[src/rtl/inst_fetch.sv]
// Instruction fetch stage of the multicycle MIPS core.
// Issues a request/acknowledge read for the address held in the PC register,
// captures the returned word in IR, and when decode consumes it computes the
// next PC and pulses PCWre for one cycle. Illegal fetch addresses halt the
// stage until reset.
module inst_fetch #(
  parameter logic [31:0] INIT_ADDR = 32'h00400000,
  parameter logic [31:0] END_ADDR  = 32'h00405000
) (
  input  logic        clk,
  input  logic        Reset,
  input  logic [31:0] currentIAddr,
  output logic        imem_req,
  output logic [31:0] imem_addr,
  input  logic        imem_ack,
  input  logic [31:0] imem_rdata,
  input  logic        advance,
  input  logic        branch_taken,
  input  logic [31:0] branch_target,
  input  logic        jump,
  input  logic [25:0] jump_index,
  output logic [31:0] nextIAddr,
  output logic        PCWre,
  output logic [31:0] IR,
  output logic        ir_valid,
  output logic        fetch_err
);

  typedef enum logic [2:0] {
    FETCH  = 3'd0,
    WAIT   = 3'd1,
    HOLD   = 3'd2,
    UPDATE = 3'd3,
    HALT   = 3'd4
  } state_t;

  state_t      state_q;
  state_t      state_d;

  logic        addr_bad;
  logic        req_d;
  logic [31:0] addr_d;
  logic [31:0] ir_d;
  logic        irv_d;
  logic        pcwre_d;
  logic [31:0] nia_d;
  logic        err_d;

  // Next PC: jump beats branch, otherwise sequential (wraps mod 2^32).
  function automatic logic [31:0] calc_next(
    input logic [31:0] pc,
    input logic        br,
    input logic [31:0] tgt,
    input logic        jmp,
    input logic [25:0] idx
  );
    logic [31:0] pc4;
    pc4 = pc + 32'd4;
    if (jmp)
      calc_next = {pc4[31:28], idx, 2'b00};
    else if (br)
      calc_next = tgt;
    else
      calc_next = pc4;
  endfunction

  assign addr_bad = (currentIAddr >= END_ADDR) || (currentIAddr[1:0] != 2'b00);

  // State register.
  always_ff @(posedge clk or negedge Reset) begin
    if (!Reset)
      state_q <= FETCH;
    else
      state_q <= state_d;
  end

  // Next-state logic; inputs outside their owning state are don't-care.
  always_comb begin
    state_d = state_q;
    case (state_q)
      FETCH:   state_d = addr_bad ? HALT : WAIT;
      WAIT:    if (imem_ack) state_d = HOLD;
      HOLD:    if (advance)  state_d = UPDATE;
      UPDATE:  state_d = FETCH;
      HALT:    state_d = HALT;
      default: state_d = FETCH;
    endcase
  end

  // Output/datapath next values; PCWre defaults low so it can only pulse.
  always_comb begin
    req_d   = imem_req;
    addr_d  = imem_addr;
    ir_d    = IR;
    irv_d   = ir_valid;
    pcwre_d = 1'b0;
    nia_d   = nextIAddr;
    err_d   = fetch_err;
    case (state_q)
      FETCH: begin
        if (addr_bad) begin
          err_d = 1'b1;
        end else begin
          req_d  = 1'b1;
          addr_d = currentIAddr;
        end
      end
      WAIT: begin
        if (imem_ack) begin
          ir_d  = imem_rdata;
          irv_d = 1'b1;
          req_d = 1'b0;
        end
      end
      HOLD: begin
        if (advance) begin
          nia_d   = calc_next(currentIAddr, branch_taken, branch_target,
                              jump, jump_index);
          pcwre_d = 1'b1;
          irv_d   = 1'b0;
        end
      end
      UPDATE: begin
        pcwre_d = 1'b0;
      end
      HALT: begin
        req_d = 1'b0;
        err_d = 1'b1;
      end
      default: begin
        req_d = 1'b0;
      end
    endcase
  end

  // Output registers; reset takes effect immediately, even mid-request.
  always_ff @(posedge clk or negedge Reset) begin
    if (!Reset) begin
      imem_req  <= 1'b0;
      imem_addr <= 32'd0;
      IR        <= 32'd0;
      ir_valid  <= 1'b0;
      PCWre     <= 1'b0;
      nextIAddr <= INIT_ADDR;
      fetch_err <= 1'b0;
    end else begin
      imem_req  <= req_d;
      imem_addr <= addr_d;
      IR        <= ir_d;
      ir_valid  <= irv_d;
      PCWre     <= pcwre_d;
      nextIAddr <= nia_d;
      fetch_err <= err_d;
    end
  end

endmodule
[config.mk]
export PLATFORM = sky130hd
export DESIGN_NAME = inst_fetch
export DESIGN_NICKNAME = d
export VERILOG_FILES = /design/src/rtl/inst_fetch.sv
export SDC_FILE = /design/constraint.sdc
export NUM_CORES = 1
export LEC_CHECK = 0
export CAP_MARGIN = 20
export CORE_MARGIN = 5
export CORE_UTILIZATION = 34
export CTS_CLUSTER_SIZE = 14
export DETAILED_ROUTE_END_ITERATION = 7
export DONT_BUFFER_PORTS = 1
export GPL_TIMING_DRIVEN = 0
export PLACE_DENSITY_LB_ADDON = 0.05
export SYNTH_ARGS = -nofsm -noshare
export SYNTH_HDL_FRONTEND = slang
export SYNTH_SLANG_ARGS = --single-unit
[constraint.sdc]
create_clock -name clk -period 2.6 [get_ports clk]
set_clock_uncertainty 0.05 [all_clocks]
set_input_delay 0.65 -clock clk [delete_from_list [all_inputs] [get_ports clk]]
set_output_delay 0.65 -clock clk [all_outputs]
set_load 0.01 [all_outputs]
==> flow_metrics.tcl, run 1 <==
set metrics [dict create \
    cp_common_cell "buf_2" \
    netlist_area_um2 4930 \
    nets 589 \
    violations "hold timing" \
    final_hold_viol_count 102 \
    numCtsBuffers 9 \
    worstSkewPairLatency_ns 0.34 \
    grt_first_pass_wirelength_um 22400 \
    cpPeakStageDelay_ns 0.49 \
    dp_cells 632 \
    die_h_um 130 \
    max-vdd-ir-drop_mv 0.349 \
    routed_wl_um 15100 \
    final_cells 648 \
    clock.fmax_mhz 425 \
    cts_resized 0 \
    p_int_mw 2.41 \
    cp-start-kind "flop" \
    p_clk_share_pct 45.4 \
    initial_utilization_pct 34.3 \
    core-area_um2 14400 \
    ys.flop_type "dfrtp_1" \
    cp_max_fo 10 \
    antenna_found_initial 0 \
    synth_edf_count 0 \
    cts_root_buf "clkbuf_16" \
    yosys.area.top_type_share_pct 51.7 \
    critPathKind "flop to flop" \
    cp_slowest_cell "a211oi_2" \
    drc 0 \
    min_period_ns 2.35 \
    grt_max_degree 104 \
    synth_warnings 0 \
    synthTopCellsByCount "102 x dfrtp_1, 53 x mux2_2, 33 x nor2_1, 27 x nand2_1, 24 x a21oi_1" \
    cts.sinks 103 \
    dr_total_vias 3539 \
    hold_path.class "input port to async pin" \
    rsz0062_at_grt "false" \
    sw_frac_of_total_pct 22.7 \
    syn_nets 578 \
    ioPinCount 228 \
    dp_slack_ns -0.146 \
    finalCritPeriodShare_pct 90.5 \
    cp_cell_sequence "buf_2 > or3_1 > a211oi_2 > buf_2 > mux2_2" \
    port_buffers 0 \
    row_count 44 \
    final-setup-viol-count 0 \
    status "finished with violations" \
    cts_buffer_depth 2 \
    crit_arrival_ns 2.53 \
    syn_to_final_growth_pct 10.9 \
    utilization_pct 38.1 \
    worst_slack_ns 0.246 \
    drt-wirelength-per-cell_um 23.3 \
    dp_hpwl_um 11600 \
    crit_buf_inv 2 \
    post_cts_buffers 0 \
    viasPerCell 5.46 \
    grt_overflow_total 0 \
    drv_cap 0 \
    crit_required_ns 2.78 \
    die_x_um 130 \
    holdWs_ns -0.0607 \
    max_slew.worst_pin.slew_ns 0.639 \
    synth.distinct_cells 46 \
    async_flop_share_pct 100 \
    drtIter0Drc 171 \
    grt.total_usage_pct 17.4 \
    die_area_um2 17000 \
    fin_tns_setup_ns 0 \
    design_area_um2 5470 \
    synth_area_leaders "dfrtp_1 52%, mux2_2 12%, xnor2_1 4.1%" \
    yosysMostFrequentCell "dfrtp_1" \
    drive_gt1_share_pct 19.8 \
    placed_area_um2 5160 \
    maxSlewViolCount 0 \
    ant_nets 0 \
    finalPower_mw 3.12 \
    p_seq_share_pct 51.4 \
    htreeDepth 3 \
    num_antenna_cells 0 \
    ys_seq_elements 103 \
    cts_tree "done" \
    ys_seq_area_share_pct 52.3 \
    yosys.area.top_type "dfrtp_1" \
    syn_avg_cell_area_um2 11.0 \
    clk_pin_slew_ns 0.07 \
    worstSetupEndpointType "flop" \
    synth_cells 448 \
    p_sw_mw 0.708 \
    firstDrtPassIters 4 \
    power_per_cell_area_nw_per_um2 570 \
    grt_pass1_vias 3858 \
    leakage_nw 2.50 \
    pwr-share-comb_pct 3.2 \
    crit_family "buffers and inverters" \
    gp_congestion 0.799 \
    slew_headroom_pct 57.4 \
]
-- registers in the layout, summed over array words and instances (netlist names) --
name / count
imem_addr: 32
state_q: 3
nextIAddr: 32
imem_req: 1
IR: 32
fetch_err: 1
PCWre: 1
ir_valid: 1
-- final timing paths --
kind | start | to | slack, ns | depth (start not counted)
max in group asynchronous | Reset | nextIAddr[24] | 2.31 | 0
worst max-delay path | state_q[0] | imem_addr[6] | 0.25 | 5
worst min register to register | nextIAddr[22] | nextIAddr[22] | 0.50 | 2
worst min-delay path | Reset | PCWre | -0.06 | 0
min in group clk | currentIAddr[12] | imem_addr[12] | 0.39 | 1
worst max register to register | state_q[0] | imem_addr[6] | 0.25 | 5
-- power by group through the flow --
stage / Combinational (mW) / Sequential, mW / Clock [mW]
floorplan: 0.0781 / 1.63 / 0
global placement: 0.101 / 1.63 / 0
detailed placement: 0.102 / 1.63 / 0
CTS: 0.102 / 1.60 / 1.47
global route: 0.113 / 1.60 / 1.53
finish: 0.101 / 1.60 / 1.41
-- layout make-up --
class,count,area [um2]
Fill cell,1468,8900
Sequential cell,103,2580
Multi-Input combinational cell,307,2190
Tap cell,184,230
Clock buffer,10,229
Buffer,28,126
Clock inverter,6,77.6
Inverter,10,37.5
-- placed cells by master, fill, tap and decap left out, drive strengths merged, types with 2 or more instances in the layout --
cell,instances
a221oi,18
nor2,33
o21ai,13
nor2b,13
nor3,17
xnor2,23
inv,12
clkinv,2
mux2,54
nand3,13
mux2i,5
o22ai,21
and3,4
nand4,6
dfrtp,102
a21oi,24
clkbuf,23
and4,4
nand2,27
nor4,5
nand2b,4
o211ai,2
xor2,4
or3,3
buf,15
ha,2
-- layer usage --
metal | GRT usage [%] | wire (um) | up-vias
li1 | - | - | 1640
met1 | 21.1 | 5940 | 1706
met2 | 27.9 | 6990 | 173
met3 | 7.15 | 1860 | 20
met4 | 6.47 | 330 | 0
met5 | 0 | 0 | -
-- cells by family after synthesis --
kind of cell / after synthesis / synth area share [%]
muxes: 59 / 13.3
DFF: 103 / 52.3
and+or+nand+nor: 133 / 14.1
buffers and inverters: 38 / 3.32
xor gates and xnor gates: 27 / 4.79
AOI/OAI and AO/OA: 86 / 11.7
adders and majority gates: 2 / 0.507
Note: power is estimated with default switching activity, not from simulation.
==> inputs of run 2 (changes only) <==
GPL_TIMING_DRIVEN = 1   (was 0)
==> flow_metrics.tcl, run 2 (synthesis gave the netlist of run 1 again) <==
set metrics [dict create \
    status "finished with violations" \
    violations "hold timing" \
    r2r_slack_ns 0.49 \
    reg2reg_from "state_q[2]" \
    cts_tree "done" \
    crit_arrival_ns 2.30 \
    pwr-share-comb_pct 2.9 \
    ant_nets 0 \
    placed_area_um2 5120 \
    cp-start-kind "flop" \
    maxSlewViolCount 0 \
    drive_gt1_share_pct 19.9 \
    drt-wirelength-per-cell_um 23.2 \
    final-setup-viol-count 0 \
    row_count 44 \
    final_common_cell "dfrtp_1" \
    grt_max_degree 104 \
    design_area_um2 5420 \
    p_seq_share_pct 52.2 \
    min_period_ns 2.11 \
    final_cell_mix "102 x dfrtp_1, 53 x mux2_2, 33 x nor2_1" \
    sw_frac_of_total_pct 22.0 \
    routed_wl_um 14500 \
    worstSetupEndpointType "flop" \
    nets 568 \
    cts_buffer_depth 2 \
    leakage_nw 2.44 \
    grt_overflow_total 0 \
    ioPinCount 228 \
    p_sw_mw 0.676 \
    crit_start "state_q[2]" \
    max-vdd-ir-drop_mv 0.284 \
    critPathKind "flop to flop" \
    gp_congestion 0.804 \
    grt.total_usage_pct 16.6 \
    syn_to_final_growth_pct 9.87 \
    worstSkewPairLatency_ns 0.35 \
    rsz0062_at_grt "false" \
    numCtsBuffers 9 \
    dp_hpwl_um 10800 \
    p_int_mw 2.39 \
    cts.sinks 103 \
    grt_pass1_vias 3691 \
    utilization_pct 37.7 \
    fin_tns_setup_ns 0 \
    port_buffers 0 \
    viasPerCell 5.58 \
    finalCritPeriodShare_pct 81.3 \
    p_clk_share_pct 44.9 \
    die_area_um2 17000 \
    largestRegisters "IR x32, imem_addr x32, nextIAddr x32" \
    slew_headroom_pct 59.0 \
    hold_path.class "input port to async pin" \
    die_x_um 130 \
    worstRegToRegCells 5 \
    htreeDepth 3 \
    final_hold_viol_count 102 \
    clock.fmax_mhz 473 \
    num_antenna_cells 0 \
    power_per_cell_area_nw_per_um2 566 \
    drc 0 \
    dr_total_vias 3493 \
    crit_required_ns 2.78 \
    core-area_um2 14400 \
    firstDrtPassIters 4 \
    max_slew.worst_pin.slew_ns 0.613 \
    clk_pin_slew_ns 0.07 \
    die_h_um 130 \
    initial_utilization_pct 34.3 \
    drv_cap 0 \
    dp_slack_ns 0.324 \
    drtIter0Drc 182 \
    cts_root_buf "clkbuf_16" \
    worst_slack_ns 0.486 \
    cp_max_fo 10 \
    grt_first_pass_wirelength_um 21500 \
    holdWs_ns -0.0596 \
    r2r-end "nextIAddr[8]" \
    antenna_found_initial 0 \
]
## run 2: cell count changes in the layout (fill, tap and decap cells not counted), moves of 2 or more
cell      change
buf_1         -3
buf_12        +2
buf_2        -11
buf_4         +5
clkbuf_1     -14
clkinv_4      -2
inv_6         +2
inv_8         -2
## run 2: power by group through the flow
stage,clock network [mW],logic (mW),registers (mW)
2_1_floorplan,0,0.0781,1.63
3_3_place_gp,0,0.0879,1.63
3_5_place_dp,0,0.0885,1.63
4_1_cts,1.43,0.0887,1.60
5_1_grt,1.48,0.0983,1.60
6_report,1.38,0.0888,1.60
## run 2: metal layers
metal / global-route usage (%) / routed length (um) / vias to the layer above
met5: 0 / 0 / -
met4: 6.29 / 232 / 0
met3: 6.91 / 1730 / 18
met2: 26.4 / 6870 / 159
met1: 20.3 / 5680 / 1719
li1: - / - / 1597
## run 2: area by class of cell
type                    instances  area, um2
flip-flops and latches        103       2580
fillers                      1429       8950
multi-input cells             307       2200
repair buffers                  7       77.6
clock inverters                 6       67.6
clock buffers                   9        225
inverters                      10       37.5
well taps                     184        230
## run 2: how the worst max path moves through the flow
stage / end / slack, ns / cells past startpoint
floorplan: imem_addr[10] / 0.36 / 5
global placement: imem_addr[5] / 0.35 / 5
detailed placement: imem_addr[9] / 0.32 / 5
CTS: nextIAddr[8] / 0.46 / 5
global route: nextIAddr[21] / 0.34 / 6
finish: nextIAddr[8] / 0.49 / 5
## run 2: critical path: stages (launching register included)
cell and delay [ns]:
dfrtp_1 0.46, nand3b_1 0.26, or2_2 0.32, inv_1 0.29, nand2_1 0.24, o311ai_0 0.38
## run 2: through the flow
step           hold WS (ns)  total power [mW]  cells
2_1_floorplan         0.304              1.71    448
3_3_place_gp          0.308              1.72    610
3_5_place_dp          0.308              1.72    610
4_1_cts             -0.0752              3.12    625
5_1_grt             -0.0761              3.18    626
6_report            -0.0596              3.07    626
## run 2: repair_timing
item / in CTS / in global routing
setup buffers: 0 / 0
endpoints found under the hold margin: 102 / 102
gates resized for setup: 0 / 0
==> inputs of run 3 (changes only) <==
clock period = 2.05 ns   (was 2.6 ns; I/O delays follow)
==> flow_metrics.tcl, run 3 (synthesis gave the netlist of run 1 again) <==
set metrics [dict create \
    final-setup-viol-count 0 \
    power_per_cell_area_nw_per_um2 708 \
    drt-wirelength-per-cell_um 22.3 \
    initial_utilization_pct 34.3 \
    crit_end "nextIAddr[22]" \
    row_count 44 \
    drtIter0Drc 127 \
    drive_gt1_share_pct 22.4 \
    routed_wl_um 14300 \
    r2r-end "nextIAddr[22]" \
    max-vdd-ir-drop_mv 0.368 \
    num_antenna_cells 0 \
    regArea_um2 2580 \
    grt.total_usage_pct 16.5 \
    cts.sinks 103 \
    worstSetupEndpointType "flop" \
    firstDrtPassIters 4 \
    ant_nets 0 \
    gp_congestion 0.792 \
    final_common_cell "dfrtp_1" \
    ioPinCount 228 \
    dr_total_vias 3452 \
    die_x_um 130 \
    viasPerCell 5.40 \
    min_period_ns 1.82 \
    final_cells 639 \
    dp_hpwl_um 10900 \
    antenna_found_initial 0 \
    die_area_um2 17000 \
    leakage_nw 2.52 \
    placed_area_um2 5230 \
    die_h_um 130 \
    worstRegToRegCells 6 \
    grt_overflow_total 0 \
    maxSlewViolCount 0 \
    final_cell_mix "102 x dfrtp_1, 53 x mux2_2, 33 x nor2_1" \
    largestRegisters "IR x32, imem_addr x32, nextIAddr x32" \
    r2r_slack_ns 0.23 \
    cp-start-kind "flop" \
    core-area_um2 14400 \
    cts_root_buf "clkbuf_16" \
    finalCritPeriodShare_pct 88.9 \
    cp_max_fo 29 \
    clock.fmax_mhz 548 \
    cts_buffer_depth 2 \
    nets 580 \
    crit_required_ns 2.25 \
    violations "hold timing" \
    critPathKind "flop to flop" \
    syn_to_final_growth_pct 12.4 \
    drv_cap 0 \
    status "finished with violations" \
    utilization_pct 38.6 \
    max_slew.worst_pin.slew_ns 0.477 \
    multi_input_area_um2 2220 \
    post_cts_buffers 0 \
    clk_pin_slew_ns 0.08 \
    slew_headroom_pct 68.2 \
    nFillCells 1392 \
    reg2reg_from "state_q[2]" \
    port_buffers 0 \
    grt_max_degree 104 \
    grt_pass1_vias 3685 \
    crit_start "state_q[2]" \
    numCtsBuffers 9 \
    worstSkewPairLatency_ns 0.34 \
    crit_arrival_ns 2.02 \
    final_hold_viol_count 103 \
    dp_cells 623 \
    grt_first_pass_wirelength_um 21400 \
    cts_tree "done" \
    drc 0 \
    design_area_um2 5550 \
    holdWs_ns -0.202 \
    hold_path.class "input port to async pin" \
    htreeDepth 3 \
    rsz0062_at_grt "false" \
]
run 3: layout make-up:
cell class              instances  area share [%]
well taps                     184            4.15
clock inverters                 6            1.35
clock buffers                  10            4.13
flip-flops and latches        103            46.5
repair buffers                 19            3.25
inverters                      10           0.677
multi-input cells             307            40.0
run 3: power breakdown:
group,leakage (nW),internal [mW],switching (mW)
Clock,0.146,0.968,0.814
Sequential,1.43,2.03,0.0000898
Combinational,0.948,0.0569,0.0595
Total,2.52,3.06,0.874
run 3: how the worst min path moves through the flow:
| stage | startpoint | to | slack, ns | cells past startpoint |
|---|---|---|---|---|
| 3_3_place_gp | Reset | nextIAddr[5] | 0.17 | 0 |
| 5_1_grt | Reset | nextIAddr[28] | -0.22 | 0 |
| 4_1_cts | Reset | nextIAddr[28] | -0.21 | 0 |
| 2_1_floorplan | Reset | IR[0] | 0.17 | 0 |
| 6_report | Reset | nextIAddr[28] | -0.20 | 0 |
| 3_5_place_dp | Reset | nextIAddr[5] | 0.17 | 0 |
run 3: metal layers:
layer	share of wire (%)	track usage [%]
met4	1.5	5.99
met2	47	26.0
met5	0	0
met3	12	6.26
met1	40	20.8
run 3: what timing repair did:
| action | CTS | global route |
|---|---|---|
| endpoints found under the hold margin | 103 | 103 |
| resized for setup | 0 | 4 |
| endpoints found under the setup margin | 0 | 4 |
run 3: critical path, stage by stage (launching register included):
cell,delay [ns]
dfrtp_1,0.46
nand3b_1,0.25
or2_4,0.31
inv_1,0.15
buf_12,0.20
nor2_1,0.06
a221oi_1,0.23
run 3: metrics by stage:
stage / power [mW] / setup WS (ns) / TNS (ns)
finish: 3.93 / 0.227 / 0
floorplan: 2.17 / 0.0206 / 0
global placement: 2.19 / -0.0231 / -0.442
global route: 4.09 / 0.0632 / 0
CTS: 3.99 / 0.0236 / 0
detailed placement: 2.19 / -0.100 / -1.94
